[src/rtl/mem_access_unit.sv]
// mem_access_unit: MEM-stage data memory access sequencer.
//
// Takes the load/store sitting in the EX/MEM register and turns it into a
// single 64-bit-wide dmem transaction. The pipeline is frozen (mem_stall)
// while the request is outstanding. Each access then spends exactly one
// un-stalled DONE cycle, where the formatted load data is presented to MEM/WB.
//
// Ports
//   clk, reset           clock; asynchronous active-high reset
//   MEM_MemRead/Write    load / store in MEM (both high = store)
//   MEM_Alu_result       byte address
//   MEM_RegData2         store data, LSB-aligned
//   MEM_funct3           size/sign: B H W D BU HU WU, 111 = D
//   dmem_req/we/addr     request valid, write, doubleword-aligned address
//   dmem_wdata/wstrb     size-replicated store data, byte enables
//   dmem_ack/rdata       one-cycle completion pulse, read data valid with ack
//   mem_stall            freeze all pipeline registers
//   MemReadData          formatted load result (valid in DONE only)
//   misaligned           combinational flag for an unaligned access in IDLE
//   bus_error            no ack within the timeout window (DONE cycle only)
module mem_access_unit (
  input  logic        clk,
  input  logic        reset,
  input  logic        MEM_MemRead,
  input  logic        MEM_MemWrite,
  input  logic [63:0] MEM_Alu_result,
  input  logic [63:0] MEM_RegData2,
  input  logic [2:0]  MEM_funct3,
  output logic        dmem_req,
  output logic        dmem_we,
  output logic [63:0] dmem_addr,
  output logic [63:0] dmem_wdata,
  output logic [7:0]  dmem_wstrb,
  input  logic        dmem_ack,
  input  logic [63:0] dmem_rdata,
  output logic        mem_stall,
  output logic [63:0] MemReadData,
  output logic        misaligned,
  output logic        bus_error
);

  typedef enum logic [1:0] {IDLE, WAIT, DONE} state_t;

  // The WAIT counter reads 0 in the first WAIT cycle. Timing out when it
  // reads 254 means the access gives up after 255 WAIT cycles without ack;
  // the counter would read 255 on the following edge.
  localparam logic [7:0] TMO_LAST = 8'd254;

  state_t      state_q, state_d;
  logic [7:0]  cnt_q;
  logic [63:0] cap_q;
  logic        berr_q;

  // Request latched on issue so WAIT drives a stable bus whatever happens
  // on the pipeline-side inputs.
  logic        q_we, q_load;
  logic [63:0] q_addr, q_wdata;
  logic [7:0]  q_wstrb;
  logic [2:0]  q_f3, q_off;

  // Live decode of the MEM-stage instruction.
  logic        access, aligned, is_load;
  logic [1:0]  size;
  logic [2:0]  off;
  logic [63:0] line_addr, wdata_live;
  logic [7:0]  mask, wstrb_live;

  assign access    = MEM_MemRead | MEM_MemWrite;
  assign is_load   = MEM_MemRead & ~MEM_MemWrite;
  assign size      = MEM_funct3[1:0];   // 111 falls into D naturally
  assign off       = MEM_Alu_result[2:0];
  assign line_addr = {MEM_Alu_result[63:3], 3'b000};

  always_comb begin
    aligned    = 1'b1;
    mask       = 8'hFF;
    wdata_live = MEM_RegData2;
    case (size)
      2'd0: begin
        aligned    = 1'b1;
        mask       = 8'h01;
        wdata_live = {8{MEM_RegData2[7:0]}};
      end
      2'd1: begin
        aligned    = ~off[0];
        mask       = 8'h03;
        wdata_live = {4{MEM_RegData2[15:0]}};
      end
      2'd2: begin
        aligned    = (off[1:0] == 2'd0);
        mask       = 8'h0F;
        wdata_live = {2{MEM_RegData2[31:0]}};
      end
      default: begin
        aligned    = (off == 3'd0);
        mask       = 8'hFF;
        wdata_live = MEM_RegData2;
      end
    endcase
  end

  assign wstrb_live = mask << off;

  // Pick the addressed lane out of the doubleword and extend it.
  function automatic logic [63:0] fmt_load(input logic [63:0] d,
                                           input logic [2:0]  f3,
                                           input logic [2:0]  o);
    logic [63:0] lane;
    lane = d >> {o, 3'b000};
    case (f3)
      3'b000:  fmt_load = {{56{lane[7]}},  lane[7:0]};
      3'b001:  fmt_load = {{48{lane[15]}}, lane[15:0]};
      3'b010:  fmt_load = {{32{lane[31]}}, lane[31:0]};
      3'b100:  fmt_load = {56'd0, lane[7:0]};
      3'b101:  fmt_load = {48'd0, lane[15:0]};
      3'b110:  fmt_load = {32'd0, lane[31:0]};
      default: fmt_load = lane;
    endcase
  endfunction

  // Next state and outputs.
  always_comb begin
    state_d     = state_q;
    dmem_req    = 1'b0;
    dmem_we     = 1'b0;
    dmem_addr   = 64'd0;
    dmem_wdata  = 64'd0;
    dmem_wstrb  = 8'd0;
    mem_stall   = 1'b0;
    MemReadData = 64'd0;
    misaligned  = 1'b0;
    bus_error   = 1'b0;
    case (state_q)
      IDLE: begin
        if (access) begin
          if (aligned) begin
            dmem_req   = 1'b1;
            mem_stall  = 1'b1;
            dmem_we    = MEM_MemWrite;
            dmem_addr  = line_addr;
            dmem_wdata = MEM_MemWrite ? wdata_live : 64'd0;
            dmem_wstrb = MEM_MemWrite ? wstrb_live : 8'd0;
            state_d    = dmem_ack ? DONE : WAIT;
          end else begin
            misaligned = 1'b1;
          end
        end
      end
      WAIT: begin
        dmem_req   = 1'b1;
        mem_stall  = 1'b1;
        dmem_we    = q_we;
        dmem_addr  = q_addr;
        dmem_wdata = q_wdata;
        dmem_wstrb = q_wstrb;
        if (dmem_ack || cnt_q == TMO_LAST) state_d = DONE;
      end
      DONE: begin
        MemReadData = cap_q;
        bus_error   = berr_q;
        state_d     = IDLE;
      end
      default: state_d = IDLE;
    endcase
    // Request and stall must drop the moment reset is raised, even if the
    // pipeline inputs still show an access.
    if (reset) begin
      dmem_req  = 1'b0;
      mem_stall = 1'b0;
    end
  end

  always_ff @(posedge clk or posedge reset) begin
    if (reset) begin
      state_q <= IDLE;
      cnt_q   <= 8'd0;
      cap_q   <= 64'd0;
      berr_q  <= 1'b0;
      q_we    <= 1'b0;
      q_load  <= 1'b0;
      q_addr  <= 64'd0;
      q_wdata <= 64'd0;
      q_wstrb <= 8'd0;
      q_f3    <= 3'd0;
      q_off   <= 3'd0;
    end else begin
      state_q <= state_d;
      case (state_q)
        IDLE: begin
          if (access && aligned) begin
            q_we    <= MEM_MemWrite;
            q_load  <= is_load;
            q_addr  <= line_addr;
            q_wdata <= MEM_MemWrite ? wdata_live : 64'd0;
            q_wstrb <= MEM_MemWrite ? wstrb_live : 8'd0;
            q_f3    <= MEM_funct3;
            q_off   <= off;
            cnt_q   <= 8'd0;
            berr_q  <= 1'b0;
            if (dmem_ack)
              cap_q <= is_load ? fmt_load(dmem_rdata, MEM_funct3, off) : 64'd0;
          end
        end
        WAIT: begin
          if (dmem_ack) begin
            cap_q <= q_load ? fmt_load(dmem_rdata, q_f3, q_off) : 64'd0;
          end else if (cnt_q == TMO_LAST) begin
            cap_q  <= 64'd0;
            berr_q <= 1'b1;
          end else begin
            cnt_q <= cnt_q + 8'd1;
          end
        end
        DONE: berr_q <= 1'b0;
        default: ;
      endcase
    end
  end

endmodule

[config.mk]
export PLATFORM = sky130hd
export DESIGN_NAME = mem_access_unit
export DESIGN_NICKNAME = d
export VERILOG_FILES = /design/src/rtl/mem_access_unit.sv
export SDC_FILE = /design/constraint.sdc
export NUM_CORES = 1
export LEC_CHECK = 0
export ABC_AREA = 0
export CAP_MARGIN = 20
export CORE_AREA = 4 4 176 178
export CTS_CLUSTER_SIZE = 8
export DETAILED_ROUTE_END_ITERATION = 16
export DIE_AREA = 0 0 180 182
export DONT_BUFFER_PORTS = 1
export PLACE_DENSITY_LB_ADDON = 0.15
export SYNTH_ARGS = -nofsm -noshare
export SYNTH_HDL_FRONTEND = slang
export SYNTH_SLANG_ARGS = --single-unit
[constraint.sdc]
create_clock -name clk -period 14.23 [get_ports clk]
set_input_delay 3.5575 -clock clk [delete_from_list [all_inputs] [get_ports clk]]
set_output_delay 3.5575 -clock clk [all_outputs]
set_load 0.02 [all_outputs]
==> key figures, run 1 <==
Floorplanning
  • Core Rows: 63
  • Std-Cell Core Area: a little under 0.03 mm²
  • Die Area: ~0.033 mm²
  • Die H: approximately 180 µm
  • Die W: roughly 180 µm
  • Effective utilization at floorplan: 0.525
  • I/O Pins: between 400 and 500

Timing
  • Max Slew Vio Count: 0
  • Worst slew pin tran: between 1 and 1.5 ns
  • Final setup fails: 0
  • Max Freq: about 110 MHz
  • Fin. Hold Viols: 0
  • Final min period: around 9.4 ns
  • Crit share post-route: 0.660
  • Setup_tns: 0 ns
  • Relative slew margins: 0.285
  • Setup Skew: slightly above 0.03 ns
  • RSZ-0062 raised after global routing: no

Clock network
  • Inserted Clock Buffers: 31
  • Sink Count: about 220
  • Hold_buf cts: 0
  • Clock root cell: clkbuf_16
  • Worst-Skew Late Latency: a little under 0.6 ns
  • Cts repair resizes: 0
  • Clock Path Buffers: 3
  • CTS tree: yes
  • Post-CTS setup buffer count: 0
  • H-tree levels: 1
  • Worst-path clk slew: approximately 0.050 ns

Synth
  • Mux share of post-synthesis cell area: 0.187
  • Synth Instances: 1,794
  • Yosys top cell area share: 0.350
  • Syn. warnings: 0
  • Cell taking the most area after synthesis: dfrtp_1
  • Post-synthesis cell type count: 65
  • Post-synth ARST share: 1.00
  • Area contributors post-synth: dfrtp_1 35%, mux2i_1 12%, nand2_1 10%
  • Syn Std Cell Area: approximately 0.015 mm²
  • Avg Inst Size Synth: 8.60 µm²
  • Post-synth EDFFs: 0
  • Top FF cell, synth: dfrtp_1
  • Synth Area in Compound Gates: 0.215
  • Synthesized flop and latch total: about 220
  • Simple-gate area share of the yosys netlist: 0.192
  • Sequential fraction of the synthesis area: 0.350
  • Adder-cell share of the synthesized area: 0.00162
  • Largest family of logic cells by synthesized area: compound AO/OA/AOI/OAI gates
  • Xor and xnor area share after synthesis: 0.00227

Pwr
  • Peak VDD IR: between 90 and 100 µV
  • LEAKAGE: 8.04 nW
  • Pwr dens: about 150 mW/mm²
  • Final Power: approximately 2.4 mW

Route
  • DRC viols: 0
  • Routed WL per cell: between 20 and 30 µm
  • Vias: 13,900
  • 1st-iter DRT viols: ~1,400
  • Vias/cell: about 6.7
  • First-pass detailed-route iteration total: 7
  • Final wirelength: around 55 mm
  • Post-route ant nets: 0

Worst setup path
  • CP cell instances: a211o_1 > a21oi_1 > and2_4 > buf_4 > nor2_1 > nor3_1 > buf_4
  • Cell family with most CP delay: buffers and inverters
  • Most frequent CP cell: buf_4
  • Worst Setup SP: MEM_Alu_result[0]
  • Critical path class: in -> out
  • Critical path's largest stage delay: roughly 0.8 ns
  • Req. time, crit path: around 11 ns
  • Worst setup SP type: input port
  • CP arrival: approximately 6 ns
  • Buf+Inv Stages, Crit Path: 2
  • Worst r2r src: state_q[1]
  • Crit-path slowest cell: buf_4
  • Crit. End Element: output pin
  • Max FO, Critical Path: between 90 and 100

Layout
  • Filler instances: 2,678
  • Ant. Diodes: 0
  • Net count, final: between 1,500 and 2,000
  • Synth-to-Final Area Change: 5.17%
  • Share of cells above drive strength 1: 0.0932

Flow run
  • Max Cap Viol: 0

GRT
  • Initial antenna violation count: 2
  • Largest net degree at the start of global routing: 100
  • GRT busiest layer: met2
  • GRT met3 Usage: 0.0972
  • Routing usage on met1: 0.418
  • First-pass GRT wire length: 84.0 mm
  • All-layer global routing usage: 0.322
  • Vias in the first global route: 13,600
  • GR Util met2: 0.514
  • Total congestion overflow: 0

Placed design
  • Final Wtd Congestion: about 0.97
  • Input/output buffers: 0
  • DP HPWL: 38.3 mm

Worst hold path
  • Min-delay src: cap_q[20]
  • Hold Path Class: reg -> reg

Status
  • Outcome: finished clean
==> cells by family (layout without fill, tap and decap cells) <==
group                      after synthesis  in the layout
and+or+nand+nor                        683            683
xor gates and xnor gates                 4              4
AOI/OAI and AO/OA                      462            462
adders and majority gates                2              2
other                                    1              3
DFF                                    216            216
muxes                                  246            246
buffers and inverters                  180             69
==> metrics by stage <==
step                hold slack [ns]  instances  worst slack [ns]  area [µm²]  utilization
finish                        0.474       2075              4.83       16200        0.552
global route                  0.487       2075              4.58       16200        0.552
CTS                           0.475       2074              4.84       16200        0.551
detailed placement            0.463       2036              4.83       15400        0.523
global placement              0.458       2035              4.88       15400        0.522
floorplan                     0.441       1796              4.76       15400            -
==> worst register-to-register path, stage by stage, from the launching register on <==
cell and delay, ns:
dfrtp_1 0.55, buf_4 0.34, nand4b_1 0.95, a21oi_1 0.54
nand3_2 0.35, o211a_1 0.43, buf_4 0.34, a2bb2oi_1 0.18
o21ai_0 0.12
==> cell type report <==
cell class,instances,area [µm²],share of cell area
clock buffers,36,805,0.0496
multi-input cells,1400,9270,0.571
flip-flops and latches,216,5410,0.333
well taps,390,488,0.0301
repair buffers,23,205,0.0126
clock inverters,2,25.0,0.00154
inverters,8,37.5,0.00231
==> synth_stat cells (33+ instances only) <==
cell / instances
nand2_1: 425
mux2_2: 33
a22o_1: 67
o21ai_0: 63
nor2_1: 95
dfrtp_1: 216
a21o_1: 77
and2_1: 70
a21oi_1: 89
buf_2: 40
clkbuf_1: 107
mux2i_1: 182
==> placed cells by master, fill, tap and decap left out, types with 3 or more instances in the layout <==
cell type	count
o211ai_1	5
and3_1	11
a22oi_1	5
a31oi_1	8
nor3_1	11
mux4_2	31
o21a_1	3
o221ai_1	23
dfrtp_1	214
mux2_2	33
conb_1	3
mux2i_1	182
nand2_1	423
xor2_1	4
nor2_1	95
nand2b_1	11
and2_1	69
a21o_1	77
a31o_2	6
buf_4	21
a2bb2oi_1	8
nand3_1	25
a22o_1	67
o21ai_0	63
a211oi_1	24
o31ai_1	25
a221o_1	8
o221ai_2	10
clkbuf_16	31
inv_1	5
o22ai_1	28
nor2b_1	10
clkbuf_1	4
a21oi_1	89
nand4_1	5
==> layer usage <==
layer | wire length (µm) | up-vias
li1 | - | 6174
met1 | 21400 | 6778
met2 | 25400 | 841
met3 | 6110 | 145
met4 | 2190 | 4
met5 | 33 | -
==> flip-flops by register name, summed over array words and instances, names as in the netlist <==
| register | flops |
|---|---|
| cap_q | 64 |
| q_wdata | 64 |
| q_addr | 61 |
| cnt_q | 8 |
| q_wstrb | 8 |
| q_f3 | 3 |
| q_off | 3 |
| state_q | 2 |
| berr_q | 1 |
| q_load | 1 |
| q_we | 1 |
==> worst paths after layout <==
path	to	slack (ns)	cells after the start
worst max-delay path	mem_stall	4.83	7
worst min-delay path	cap_q[20]	0.47	2
worst max register to register	cap_q[57]	10.34	8
worst min register to register	cap_q[20]	0.47	2
max in group asynchronous	q_off[0]	9.95	2
min in group asynchronous	cnt_q[7]	2.96	1
==> power by group <==
group | switching, mW | internal [mW] | leakage [nW]
registers | 0.117 | 0.788 | 2.79
logic | 0.511 | 0.301 | 4.84
clock network | 0.279 | 0.390 | 0.408
total | 0.907 | 1.48 | 8.04
(Power assumes the default switching activity.)
==> run 2, diff against run 1 <==
==> constraint.sdc (replaced) <==
create_clock -name clk -period 9.65 [get_ports clk]
set_input_delay 2.4125 -clock clk [delete_from_list [all_inputs] [get_ports clk]]
set_output_delay 2.4125 -clock clk [all_outputs]
set_load 0.02 [all_outputs]
==> run 2 against run 1 <==
Net effect:
- flip-flop and latch count unchanged
- combinational power increased by 48%
- core utilization barely moved
- clock power grew 49%
- first-iteration DRC count is 15% lower
==> key figures, run 2 (synthesis gave the netlist of run 1 again) <==
Worst setup path
  • CP arrival: 4.67 ns (-1.17 ns)
  • Reg-to-reg endpoint: cap_q[58]
  • R2R setup slack: 5.77 ns (-4.57 ns)
  • Max FO, Critical Path: 80 (-19%)
  • Worst setup SP type: input port
  • Reg2reg path depth: 8 (unchanged)
  • Critical path class: in -> out
  • Worst r2r src: state_q[0]
  • Req. time, crit path: 7.24 ns (-3.43 ns)
  • Crit. End Element: output pin

GRT
  • First-pass GRT wire length: 84.0 mm (about the same)
  • Initial antenna violation count: 0 (-2)
  • Largest net degree at the start of global routing: 94 (-6.0%)
  • Vias in the first global route: 13,500 (-0.11%)
  • Total congestion overflow: 0 (unchanged)
  • All-layer global routing usage: 0.322 (+0.000625)

Worst hold path
  • Hold Path Class: reg -> reg
  • Min-delay src: cap_q[7]
  • Hold EP: cap_q[7]
  • Worst hold path stage count: 2 (unchanged)

Pwr
  • Comb pwr share: 0.340 (about the same)
  • P_sw: 1.34 mW (+48%)
  • Sequential power share: 0.377 (-0.002)
  • Clock power frac: 0.283 (+0.002)
  • Final Power: 3.53 mW (+48%)
  • LEAKAGE: 8.04 nW (about the same)
  • Peak VDD IR: 135 µV (+45%)
  • Sw frac: 0.379 (-0.000728)
  • Internal: 2.19 mW (+48%)
  • Pwr dens: 217 mW/mm² (+48%)

Route
  • Vias: 14,000 (+0.093%)
  • Post-route ant nets: 0 (unchanged)
  • DRC viols: 0 (unchanged)
  • Vias/cell: 6.72 (about the same)
  • Final wirelength: 55.5 mm (+0.68%)
  • Routed WL per cell: 26.8 µm (+0.63%)
  • 1st-iter DRT viols: 1,157 (-15%)
  • First-pass detailed-route iteration total: 6 (-1)

Layout
  • Net count, final: 1,882 (unchanged)
  • Synth-to-Final Area Change: 5.25% (about the same)
  • Ant. Diodes: 0 (unchanged)
  • Final core utilization: 0.553 (about the same)
  • Share of cells above drive strength 1: 0.0931 (about the same)
  • Area of the multi-input gates: 0.00927 mm² (unchanged)
  • Sequential standard cell area: 0.00541 mm² (unchanged)
  • Biggest regs: cap_q: 64 flops, q_wdata: 64 flops, q_addr: 61 flops
  • Most common cell after layout, fill and taps aside: nand2_1
  • Most frequent cells in the layout: 423 x nand2_1, 214 x dfrtp_1, 182 x mux2i_1
  • Filler instances: 2,674 (-0.15%)

Clock network
  • Worst-path clk slew: 0.05 ns (about the same)
  • Worst-Skew Late Latency: 0.59 ns (about the same)
  • Post-CTS setup buffer count: 0 (unchanged)
  • Clock root cell: clkbuf_16
  • Cts repair resizes: 0 (unchanged)
  • Hold_buf cts: 0 (unchanged)
  • Inserted Clock Buffers: 31 (unchanged)
  • Sink Count: 216 (unchanged)
  • CTS tree: yes
  • Clock Path Buffers: 3 (unchanged)
  • H-tree levels: 1 (unchanged)

Placed design
  • Final Wtd Congestion: 0.974 (+0.48%)
  • DP HPWL: 38.6 mm (+0.65%)
  • Input/output buffers: 0 (unchanged)

Timing
  • Setup Skew: 0.0291 ns (-0.00102 ns)
  • Setup_tns: 0 ns (unchanged)
  • Fin. Hold Viols: 0 (unchanged)
  • RSZ-0062 raised after global routing: no
  • Worst slew pin tran: 1.10 ns (+0.0381 ns)
  • Max Freq: between 100 and 150 MHz
  • Final setup fails: 0 (unchanged)
  • Max Slew Vio Count: 0 (unchanged)
  • Final min period: approximately 7.1 ns
  • Crit share post-route: 0.734
  • Relative slew margins: 0.260 (-0.0256)

Floorplanning
  • Die H: 182 µm (unchanged)
  • Die W: 180 µm (unchanged)
  • I/O Pins: 405 (unchanged)
  • Effective utilization at floorplan: 0.525 (unchanged)
  • Die Area: 0.0328 mm² (unchanged)
  • Core Rows: 63 (unchanged)
  • Std-Cell Core Area: 0.0294 mm² (unchanged)

Status
  • Outcome: finished clean

Flow run
  • Max Cap Viol: 0 (unchanged)
==> run 2: critical path: stages <==
cell     delay, ns
a211o_1       0.29
a21oi_1       0.27
and2_4        0.74
buf_4         0.54
a22o_1        0.34
==> run 2: layout make-up <==
class                           count  share of cell area
Tap cell                          390              0.0300
Sequential cell                   216               0.333
Multi-Input combinational cell   1400               0.570
Clock buffer                       38              0.0506
Inverter                            8             0.00231
Timing Repair Buffer               23              0.0126
Clock inverter                      1             0.00123
==> run 2: per-stage QoR <==
step	worst slack, ns	cells	hold WS (ns)	area (µm²)
2_1_floorplan	1.33	1796	0.441	15400
3_3_place_gp	2.63	2035	0.457	15400
3_5_place_dp	2.58	2036	0.463	15400
4_1_cts	2.58	2075	0.476	16200
5_1_grt	2.41	2076	0.489	16200
6_report	2.57	2076	0.472	16200
==> run 2: power groups by stage <==
stage / Clock, mW / Combinational [mW] / Sequential [mW]
global route: 1.05 / 1.30 / 1.36
finish: 0.999 / 1.20 / 1.33
detailed placement: 0 / 1.19 / 1.34
global placement: 0 / 1.16 / 1.33
CTS: 1.01 / 1.19 / 1.33
floorplan: 0 / 1.02 / 1.27
==> run 2: worst max-delay path by stage <==
stage / startpoint / endpoint / cells past startpoint
after floorplan: reset / berr_q / 1
after global placement: MEM_Alu_result[2] / dmem_addr[30] / 5
after detailed placement: MEM_Alu_result[2] / dmem_addr[20] / 5
after CTS: MEM_Alu_result[2] / dmem_addr[20] / 5
after global routing: MEM_Alu_result[0] / dmem_addr[22] / 5
final: MEM_Alu_result[0] / dmem_addr[30] / 5
==> run 2: metal layers <==
| metal | global-route usage | up-vias | share of wire |
|---|---|---|---|
| li1 | - | 6164 | - |
| met1 | 0.412 | 6789 | 0.38 |
| met2 | 0.518 | 851 | 0.46 |
| met3 | 0.0978 | 151 | 0.11 |
| met4 | 0.122 | 0 | 0.045 |
| met5 | 0 | - | 0 |
